[config.mk]
export PLATFORM = sky130hd
export DESIGN_NAME = booth_mult_param
export DESIGN_NICKNAME = d
export VERILOG_FILES = /design/src/rtl/booth_mult_param.sv
export SDC_FILE = /design/constraint.sdc
export NUM_CORES = 1
export LEC_CHECK = 0
export CELL_PAD_IN_SITES_DETAIL_PLACEMENT = 1
export CELL_PAD_IN_SITES_GLOBAL_PLACEMENT = 2
export CORE_MARGIN = 5
export CORE_UTILIZATION = 35
export CTS_CLUSTER_SIZE = 25
export DETAILED_ROUTE_END_ITERATION = 10
export PLACE_DENSITY_LB_ADDON = 0.2
export RECOVER_POWER = 50
export SYNTH_ARGS = -nofsm -noshare
export SYNTH_HDL_FRONTEND = slang
export SYNTH_SLANG_ARGS = --single-unit
[constraint.sdc]
create_clock -name clk -period 3.1 [get_ports clk]
set_input_delay 0.465 -clock clk [delete_from_list [all_inputs] [get_ports clk]]
set_output_delay 0.465 -clock clk [all_outputs]
set_load 0.02 [all_outputs]
[src/rtl/booth_mult_param.sv]
// Radix-2 Booth sequential multiplier, WIDTH-generic, signed or unsigned operands.
// Optional zero-operand shortcut enabled by defining BOOTH_ZERO_BYPASS_EN.
module booth_mult_param #(
  parameter int WIDTH = 8,
  parameter int CNT_W = $clog2(WIDTH + 2)
) (
  input  logic                 clk,
  input  logic                 rst_n,
  input  logic                 start,
  input  logic                 signed_mode,
  input  logic [WIDTH-1:0]     multiplicand,
  input  logic [WIDTH-1:0]     multiplier,
  output logic                 busy,
  output logic                 done,
  output logic [2*WIDTH-1:0]   product
);

  localparam int AW = WIDTH + 1;

  typedef enum logic [1:0] {IDLE, CALC, DONE} state_t;

  state_t             state_q, state_d;
  logic [AW-1:0]      a_q, a_d;
  logic [AW-1:0]      q_q, q_d;
  logic [AW-1:0]      mx_q, mx_d;
  logic               q1_q, q1_d;
  logic [CNT_W-1:0]   cnt_q, cnt_d;
  logic               sgn_q, sgn_d;
  logic               busy_q, busy_d;
  logic               done_q, done_d;
  logic [2*WIDTH-1:0] prod_q, prod_d;

  logic [AW-1:0]      sum;
  logic [AW-1:0]      sh_a;
  logic [AW-1:0]      sh_q;
  logic               sh_q1;
  logic [2*WIDTH-1:0] final_prod;
  logic [AW-1:0]      ext_m;
  logic [AW-1:0]      ext_q;
  logic [CNT_W-1:0]   cnt_load;
  logic               zero_ops;

  assign ext_m    = signed_mode ? {multiplicand[WIDTH-1], multiplicand} : {1'b0, multiplicand};
  assign ext_q    = signed_mode ? {multiplier[WIDTH-1], multiplier}     : {1'b0, multiplier};
  assign cnt_load = signed_mode ? CNT_W'(WIDTH) : CNT_W'(WIDTH + 1);
  assign zero_ops = (multiplicand == '0) || (multiplier == '0);

  // One Booth step: conditional add/subtract on the guard-extended accumulator.
  always_comb begin
    sum = a_q;
    case ({q_q[0], q1_q})
      2'b01:   sum = a_q + mx_q;
      2'b10:   sum = a_q - mx_q;
      default: sum = a_q;
    endcase
  end

  assign {sh_a, sh_q, sh_q1} = {sum[AW-1], sum, q_q};

  // Signed runs take WIDTH steps, so the untouched sign-extension bit of Q is
  // still sitting in Q[0] and is not part of the product.
  assign final_prod = sgn_q ? {sh_a[WIDTH-1:0], sh_q[WIDTH:1]}
                            : {sh_a[WIDTH-2:0], sh_q};

  always_comb begin
    state_d = state_q;
    a_d     = a_q;
    q_d     = q_q;
    mx_d    = mx_q;
    q1_d    = q1_q;
    cnt_d   = cnt_q;
    sgn_d   = sgn_q;
    prod_d  = prod_q;

    case (state_q)
      CALC: begin
        a_d   = sh_a;
        q_d   = sh_q;
        q1_d  = sh_q1;
        cnt_d = cnt_q - CNT_W'(1);
        if (cnt_q == CNT_W'(1)) begin
          state_d = DONE;
          prod_d  = final_prod;
        end
      end
      default: begin
        if (start) begin
          a_d     = '0;
          q1_d    = 1'b0;
          mx_d    = ext_m;
          q_d     = ext_q;
          cnt_d   = cnt_load;
          sgn_d   = signed_mode;
          state_d = CALC;
`ifdef BOOTH_ZERO_BYPASS_EN
          if (zero_ops) begin
            state_d = DONE;
            prod_d  = '0;
          end
`endif
        end else begin
          state_d = IDLE;
        end
      end
    endcase

    busy_d = (state_d == CALC);
    done_d = (state_d == DONE);
  end

`ifndef BOOTH_ZERO_BYPASS_EN
  logic unused_zero_ops;
  assign unused_zero_ops = zero_ops;
`endif

  always_ff @(posedge clk or negedge rst_n) begin
    if (!rst_n) begin
      state_q <= IDLE;
      a_q     <= '0;
      q_q     <= '0;
      mx_q    <= '0;
      q1_q    <= 1'b0;
      cnt_q   <= '0;
      sgn_q   <= 1'b0;
      busy_q  <= 1'b0;
      done_q  <= 1'b0;
      prod_q  <= '0;
    end else begin
      state_q <= state_d;
      a_q     <= a_d;
      q_q     <= q_d;
      mx_q    <= mx_d;
      q1_q    <= q1_d;
      cnt_q   <= cnt_d;
      sgn_q   <= sgn_d;
      busy_q  <= busy_d;
      done_q  <= done_d;
      prod_q  <= prod_d;
    end
  end

  assign busy    = busy_q;
  assign done    = done_q;
  assign product = prod_q;

endmodule
==> summary.md, run 1 <==
| Metric | Value |
|---|---|
| Period minus WS final | 2844 ps |
| Cells after Synth | 292 |
| CTS Hold Bufs | 0 |
| Max-cap viol count | 0 |
| Post-synth net total | 325 |
| Antenna Cells | 0 |
| DR vias/cell | 5.032 |
| Ys async rst share | 1.000 |
| Full die area | 10060 um^2 |
| Detailed router's first-iteration violation count | 62 |
| Top cells by area, synth | dfrtp_1 46%, o21ai_0 6.7%, mux2i_1 6.3% |
| I/O pin count | 38 |
| Port Buffers | 37 |
| CP Max Fanout | 7 |
| Critical path launch point | mx_q[2] |
| Congestion Overflow GR | 0 |
| H-tree depth | 2 |
| Total Routed Length | 6.864 mm |
| Post-synth top cells | 52 x dfrtp_1, 38 x nand2_1, 38 x o21ai_0, 19 x nor2_1, 18 x mux2i_1 |
| Worst path required time | 3340 ps |
| Initial antenna violation count | 0 |
| Post-route setup slack | 256.1 ps |
| Final setup TNS | 0 ps |
| Worst path slowest cell | dfrtp_1 |
| Final period util | 0.9174 |
| Sequential share of the synthesized area | 0.4557 |
| Clk sinks | 52 |
| GRT met2 Usage | 0.2411 |
| Post-synth EDFFs | 0 |
| Fillers | 973 |
| Crit-path most repeated cell | xnor2_1 |
| # setup viols final | 0 |
| Count leader, synth | dfrtp_1 |
| Post-detailed-route count of antenna-violating nets | 0 |
| RSZ-0062 raised after global routing | false |
| Final HPWL DP | 5.194 mm |
| First-pass GRT wire length | 11.55 mm |
| Post-synthesis register bit count | 52 |
| Drt pass-1 iters | 4 |
| Global routing usage on met1 | 0.1929 |
| Final hold violation count | 0 |
| Slew headroom | 0.2348 |
| CTS Buf Count | 5 |
| Root Driver | clkbuf_8 |
| Core area | 8093 um^2 |
| Global placement routability congestion | 0.7548 |
| Later-pin clock latency in the skew report | 310 ps |
| Startpoint Class | flip-flop |
| Slew @ Worst Pin | 1148 ps |
| Initial Utilization | 0.3528 |
| CTS tree | done |
| Synth Flop Type | dfrtp_1 |
| P&R area growth vs syn | 19.24% |
| Critical Path AT | 3080 ps |
| Die outline width | 100.3 um |
| GRT Total Usage | 0.1460 |
| # nets final | 360 |
| Mean post-synth cell area | 9.778 um^2 |
| Final Max Slew Viols | 0 |
| Largest net degree at the start of global routing | 34 |
| Vias in the first global route | 2239 |
| Met3 Usage GRT | 0.03197 |
| Grt peak-use layer | met2 |
| Worst slack, placed | 142.3 ps |
| Clock Tree Buf Depth | 2 |
| Fin util | 0.4207 |
| Crit-path cells | nor3_1, a21oi_1, xnor2_1, ha_1, a21o_1, o41ai_2, xnor2_1, mux2i_1, or3_1, nand3_1 |
| DRC Markers | 0 |
| Highest Clock Rate | 351.6 MHz |
| WL per Instance | 15.85 um |
| Die Ht | 100.3 um |
| Worst Clk Skew | 11.48 ps |
| Row count | 33 |
| Worst min-delay path category | primary input to async pin |
| Post-Synthesis Cell Area | 2855 um^2 |
| Post-synth top area cell | dfrtp_1 |
| Status | complete, no violations |
| R2R Path Start | mx_q[2] |
| Total number of vias | 2179 |
| Crit end category | flip-flop |
| Clk slew on worst S/H paths | 100 ps |
| Fraction of layout cells with a size suffix above 1 | 0.1067 |
| WS Path Type | flip-flop to flip-flop |
| Largest stage delay on the critical path | 440 ps |
| Post-synth cell types | 39 |
| Ys Warns | 0 |
| Top cell type's share of synthesized area | 0.4557 |
## final cells by class
class | count | area (um^2) | area share
clock buffers | 7 | 86.33 | 0.02536
inverters | 14 | 52.55 | 0.01544
flip-flops and latches | 52 | 1301 | 0.3822
clock inverters | 1 | 7.507 | 0.002205
well taps | 105 | 131.4 | 0.03859
multi-input cells | 212 | 1430 | 0.4201
repair buffers | 42 | 395.4 | 0.1161
## critical path, delay by kind of cell (launching register included)
kind | cells | cell delay [ps]
xor+xnor | 2 | 370
simple gates | 3 | 780
fa+ha+maj | 1 | 350
flops | 1 | 440
mux | 1 | 140
compound gates | 3 | 700
## placed cells by master, fill, tap and decap left out, types with 2 or more instances in the layout
cell type / n
o31ai_1: 2
ha_1: 11
clkbuf_1: 3
buf_4: 3
o21ai_0: 38
nand2_1: 38
nor3_1: 5
nand3b_1: 5
xnor2_1: 11
mux2i_1: 17
mux2_2: 16
o21ai_2: 3
clkdlybuf4s50_1: 35
dfrtp_1: 52
o21a_1: 2
inv_1: 13
nor2b_1: 2
nor2_1: 19
nand2b_1: 4
a21oi_1: 14
clkbuf_8: 6
or3_1: 5
a31oi_1: 3
## flip-flops by register name (all words and copies together), names as in the netlist
register	flops
cnt_q	4
q_q	9
state_q	2
sgn_q	1
done	1
mx_q	9
product	16
q1_q	1
a_q	8
busy	1
## cell families after synthesis
group | share of synthesized area
xor+xnor | 0.03681
buf+inv | 0.04557
simple gates | 0.1297
flops | 0.4557
compound gates | 0.1464
fa+ha+maj | 0.05960
mux | 0.1262
## per-stage QoR
| step | hold slack [ps] | area, um^2 | cells |
|---|---|---|---|
| after global routing | 415.8 | 3405 | 433 |
| after CTS | 98.60 | 3406 | 433 |
| after detailed placement | 446.8 | 3312 | 425 |
| final | 322.1 | 3405 | 433 |
| after floorplan | 169.4 | 2855 | 292 |
| after global placement | 449.2 | 3312 | 425 |
## metal layers
layer	up-vias	part of all wire
met3	7	0.022
met2	21	0.49
li1	1075	-
met1	1076	0.47
met5	-	0
met4	0	0.012
## final timing paths
kind                            cells past startpoint  slack, ps     endpoint
worst max-delay path                               10        260  product[15]
worst min-delay path                                1        320       q_q[2]
worst max register to register                     10        260  product[15]
worst min register to register                      2        490   product[1]
max in group asynchronous                           2       1370       a_q[6]
min in group clk                                    2        490   product[1]
## repair_timing
item                                   CTS  global route
gates resized for setup                  0             2
buffers inserted                         0             0
endpoints found under the hold margin    0             0
setup endpoints to repair                0             2
Power of run 1 is not shown: default switching activity piles up to over one toggle a cycle in this logic, so the estimate is an artifact.
==> run 2: changes to the inputs <==
Settings changed: CORE_UTILIZATION 35 to 30, GPL_TIMING_DRIVEN from default to 0.
==> run 2 against run 1 <==
Critical path type unchanged. Clock skew up 0.82 ps. Cell count increased by 7.6%. Sequential cell count did not move. Sequential share of layout area shrank 1.3 points. Non-clock buffer count increased by 9. The flow now finishes with violations (max-capacitance violations, max-slew violations).
==> summary.md, run 2 (same netlist as run 1, synthesis figures left out) <==
| Metric | Value |
|---|---|
| Sequential cell area | 1301 um^2 |
| CTS Hold Bufs | 0 |
| Slew headroom | -0.1225 |
| Later-pin clock latency in the skew report | 320 ps |
| Largest net degree at the start of global routing | 37 |
| GRT Total Usage | 0.1387 |
| Max-cap viol count | 1 |
| Startpoint Class | flip-flop |
| Full die area | 11570 um^2 |
| WS Path Type | flip-flop to flip-flop |
| Worst path required time | 3350 ps |
| Crit end category | flip-flop |
| CTS Buf Count | 5 |
| Status | finished, violations left |
| H-tree depth | 2 |
| Crit-path leading delay family | simple AND/OR/NAND/NOR gates |
| Total Routed Length | 7.416 mm |
| Final Max Slew Viols | 37 |
| Worst path slowest cell | dfrtp_1 |
| Worst min-delay path category | primary input to async pin |
| CTS tree | done |
| Total number of vias | 2227 |
| CP Max Fanout | 7 |
| Initial Utilization | 0.3090 |
| First-pass GRT wire length | 12.65 mm |
| Final period util | 0.9156 |
| Row count | 35 |
| Post-detailed-route count of antenna-violating nets | 0 |
| Antenna Cells | 0 |
| Failing checks | max-capacitance violations, max-slew violations |
| Crit-path most repeated cell | xnor2_1 |
| Critical Path AT | 3080 ps |
| Slew @ Worst Pin | 1681 ps |
| WL per Instance | 15.91 um |
| Drt pass-1 iters | 4 |
| Detailed router's first-iteration violation count | 54 |
| Initial antenna violation count | 0 |
| Period minus WS final | 2838 ps |
| Clk sinks | 52 |
| RSZ-0062 raised after global routing | false |
| DR vias/cell | 4.779 |
| # setup viols final | 0 |
| Worst Clk Skew | 12.30 ps |
| Die outline width | 107.6 um |
| Die Ht | 107.6 um |
| GRT met2 Usage | 0.2464 |
| Max reg flops | 16 |
| Port Buffers | 37 |
| Largest stage delay on the critical path | 440 ps |
| # nets final | 369 |
| Fin util | 0.3817 |
| Met3 Usage GRT | 0.02699 |
| Buf+Inv Stages, Crit Path | 0 |
| R2r worst-path depth | 10 |
| Grt peak-use layer | met2 |
| Final HPWL DP | 5.630 mm |
| Fin cells | 466 |
| Global routing usage on met1 | 0.1714 |
| Fraction of layout cells with a size suffix above 1 | 0.1068 |
| I/O pin count | 38 |
| Multi-input logic area | 1444 um^2 |
| Final setup TNS | 0 ps |
| Clock Tree Buf Depth | 2 |
| Global placement routability congestion | 0.7093 |
| Clk slew on worst S/H paths | 100 ps |
| Placed cells | 459 |
| P&R area growth vs syn | 23.53% |
| Final hold violation count | 0 |
| Core area | 9240 um^2 |
| DRC Markers | 0 |
| Congestion Overflow GR | 0 |
| Vias in the first global route | 2424 |
| Root Driver | clkbuf_8 |
| Most common cell after layout, fill and taps aside | dfrtp_1 |
| Highest Clock Rate | 352.3 MHz |
| Most frequent cells in the layout | 52 x dfrtp_1, 38 x nand2_1, 38 x o21ai_0 |
| Fillers | 1067 |
| WP depth | 10 |
| Crit-path cells | nor3_1, a21oi_1, xnor2_1, ha_1, a21o_1, o41ai_2, xnor2_1, mux2i_1, or3_1, nand3_1 |
-- run 2: layer usage --
layer	part of all wire	routed length, um
met5	0	0
met3	0.024	175
met4	0.011	80
met2	0.52	3826
met1	0.45	3333
-- run 2: timing repair --
action | 4_1_cts | 5_1_grt
setup buffers | 0 | 0
gates resized for setup | 1 | 3
setup endpoints to repair | 6 | 6
-- run 2: final timing paths --
check                           slack (ps)   startpoint     endpoint
worst max-delay path                   260      mx_q[2]  product[15]
worst min-delay path                   280        rst_n       q_q[6]
worst max register to register         260      mx_q[2]  product[15]
worst min register to register         490  product[12]  product[12]
max in group asynchronous              680        rst_n      mx_q[8]
min in group clk                       490  product[12]  product[12]
-- run 2: worst reg2reg max path: stages, from the launching register on --
cell and delay [ps]:
dfrtp_1 440, nor3_1 400, a21oi_1 140, xnor2_1 160, ha_1 380, a21o_1 210
o41ai_2 330, xnor2_1 170, mux2i_1 140, or3_1 320, nand3_1 90
-- run 2: cell type report --
class | count | area share
buffer | 13 | 0.01845
clock buffer | 7 | 0.02731
clock inverter | 1 | 0.008514
inverter | 14 | 0.01490
multi-input combinational | 212 | 0.4094
sequential | 52 | 0.3689
tap | 129 | 0.04576
timing repair buffer | 38 | 0.1068
-- run 2: stage by stage --
step                      hold WS, ps  cell area, um^2  setup slack [ps]
final                           276.2             3527             261.8
after global routing            372.8             3527             71.88
after CTS                       91.92             3527             54.95
after detailed placement        446.4             3402            -141.5
after global placement          469.1             3387            -228.3
after floorplan                 169.4             2855             364.4
Power of run 2 is left out for the same reason.
==> run 3: changes to the inputs <==
Settings changed: PLACE_DENSITY from default to 0.72, PLACE_DENSITY_LB_ADDON 0.2 to default.
==> run 3 against run 2 <==
The run ends with max-capacitance violations left. Global-route usage about the same. Clock skew down 0.78 ps. Routed wire length up 0.30%. Die area did not move. Sequential share of layout area increased by 0.37 points. Setup slack got worse by 19 ps. Utilization shrank 0.38 points. Via count is 0.76% lower. Non-clock buffer count did not move. Fmax is 0.67% lower. Critical path depth rose by 1. Count of clock-buffer cells in the layout stayed put.
==> summary.md, run 3 (same netlist as run 1, synthesis figures left out) <==
| Metric | Value |
|---|---|
| Status | finished, violations left |
| Failing checks | max-capacitance violations |
| Fin cells | 466 |
| # nets final | 369 |
| Fraction of layout cells with a size suffix above 1 | 0.1039 |
| Max reg flops | 16 |
| Final setup TNS | 0 ps |
| Crit-path cells | inv_1, ha_4, mux2_2, fa_1, nand2b_1, a21oi_2, a31oi_1, xnor2_1, mux2i_1, a21oi_1, a22o_1 |
| # setup viols final | 0 |
| WL per Instance | 15.96 um |
| Initial antenna violation count | 0 |
| WS Path Type | flip-flop to flip-flop |
| Post-CTS Setup Bufs | 0 |
| Slew @ Worst Pin | 1497 ps |
| Die Ht | 107.6 um |
| Worst path slowest cell | fa_1 |
| Clock Tree Buf Depth | 2 |
| Total Routed Length | 7.438 mm |
| Hold_ws | 485.3 ps |
| GRT Total Usage | 0.1386 |
| Root Driver | clkbuf_8 |
| Final period util | 0.9217 |
| Most frequent cells in the layout | 52 x dfrtp_1, 38 x nand2_1, 38 x o21ai_0 |
| Full die area | 11570 um^2 |
| DR vias/cell | 4.742 |
| Antenna Cells | 0 |
| Crit-path leading delay family | compound AO/OA/AOI/OAI gates |
| Multi-input logic area | 1440 um^2 |
| Die outline width | 107.6 um |
| Most common cell after layout, fill and taps aside | dfrtp_1 |
| Drt pass-1 iters | 4 |
| Slew headroom | 0.001689 |
| Highest Clock Rate | 350.0 MHz |
| Post-detailed-route count of antenna-violating nets | 0 |
| Total number of vias | 2210 |
| Fillers | 1064 |
| Worst min-delay path category | primary input to async pin |
| Final HPWL DP | 5.661 mm |
| Placed Area | 3402 um^2 |
| Global placement routability congestion | 0.7373 |
| Clk slew on worst S/H paths | 100 ps |
| CP Max Fanout | 8 |
| Congestion Overflow GR | 0 |
| Placed cells | 459 |
| Worst Clk Skew | 11.52 ps |
| Startpoint Class | flip-flop |
| CTS tree | done |
| Clk sinks | 52 |
| Crit end category | flip-flop |
| Initial Utilization | 0.3090 |
| CTS Buf Count | 5 |
| DRC Markers | 0 |
| RSZ-0062 raised after global routing | false |
| Max-cap viol count | 1 |
| Final Max Slew Viols | 0 |
| Worst path required time | 3300 ps |
| Critical Path AT | 3060 ps |
| Largest net degree at the start of global routing | 28 |
| I/O pin count | 38 |
| Buf+Inv Stages, Crit Path | 1 |
| Row count | 35 |
| Core area | 9240 um^2 |
| P&R area growth vs syn | 22.31% |
| Port Buffers | 37 |
| Period minus WS final | 2857 ps |
| Largest stage delay on the critical path | 430 ps |
| Final instance area | 3492 um^2 |
| Later-pin clock latency in the skew report | 310 ps |
| Final hold violation count | 0 |
| Detailed router's first-iteration violation count | 33 |
| Vias in the first global route | 2472 |
| Sequential cell area | 1301 um^2 |
| First-pass GRT wire length | 12.74 mm |
| H-tree depth | 2 |
-- run 3: cell types whose count changed in the layout (fill, tap and decap cells not counted) --
cell            delta
clkinvlp_4         +1
mux2i_1            +1
clkbuf_8           -1
buf_2              +1
bufinv_16          -1
dlymetal6s4s_1     +1
mux2i_2            -1
dlymetal6s2s_1     -1
-- run 3: metal layers --
| metal | track usage | vias to the layer above | share of wire | wire length, um |
|---|---|---|---|---|
| li1 | - | 1097 | - | - |
| met4 | 0.03246 | 0 | 0.0090 | 67 |
| met5 | 0 | - | 0 | 0 |
| met2 | 0.2398 | 28 | 0.50 | 3709 |
| met3 | 0.02699 | 6 | 0.027 | 199 |
| met1 | 0.1779 | 1079 | 0.47 | 3463 |
-- run 3: path summary, 6_finish.rpt --
kind,start,endpoint,slack (ps),depth (start not counted)
worst min register to register,product[12],product[12],490,2
max in group asynchronous,rst_n,a_q[6],620,2
worst max-delay path,q1_q,product[14],240,11
min in group clk,product[12],product[12],490,2
worst min-delay path,rst_n,product[4],490,1
worst max register to register,q1_q,product[14],240,11
-- run 3: timing repair --
action | 4_1_cts | 5_1_grt
setup endpoints to repair | 6 | 4
gates resized for setup | 1 | 2
pin swaps | 0 | 0
hold buffers | 0 | 0
-- run 3: layout make-up --
class / instances / area share
plain buffers: 13 / 0.01899
flip-flops and latches: 52 / 0.3726
inverters: 14 / 0.01505
repair buffers: 38 / 0.1078
clock buffers: 7 / 0.02472
well taps: 129 / 0.04622
multi-input cells: 212 / 0.4124
clock inverters: 1 / 0.002150
-- run 3: through the flow --
| step | setup WS, ps | util |
|---|---|---|
| final | 242.7 | 0.3779 |
| after global routing | 10.97 | 0.3779 |
| after CTS | 44.98 | 0.3782 |
| after detailed placement | -128.9 | 0.3682 |
| after global placement | -172.8 | 0.3666 |
| after floorplan | 364.4 | - |
Power of run 3 is left out for the same reason.
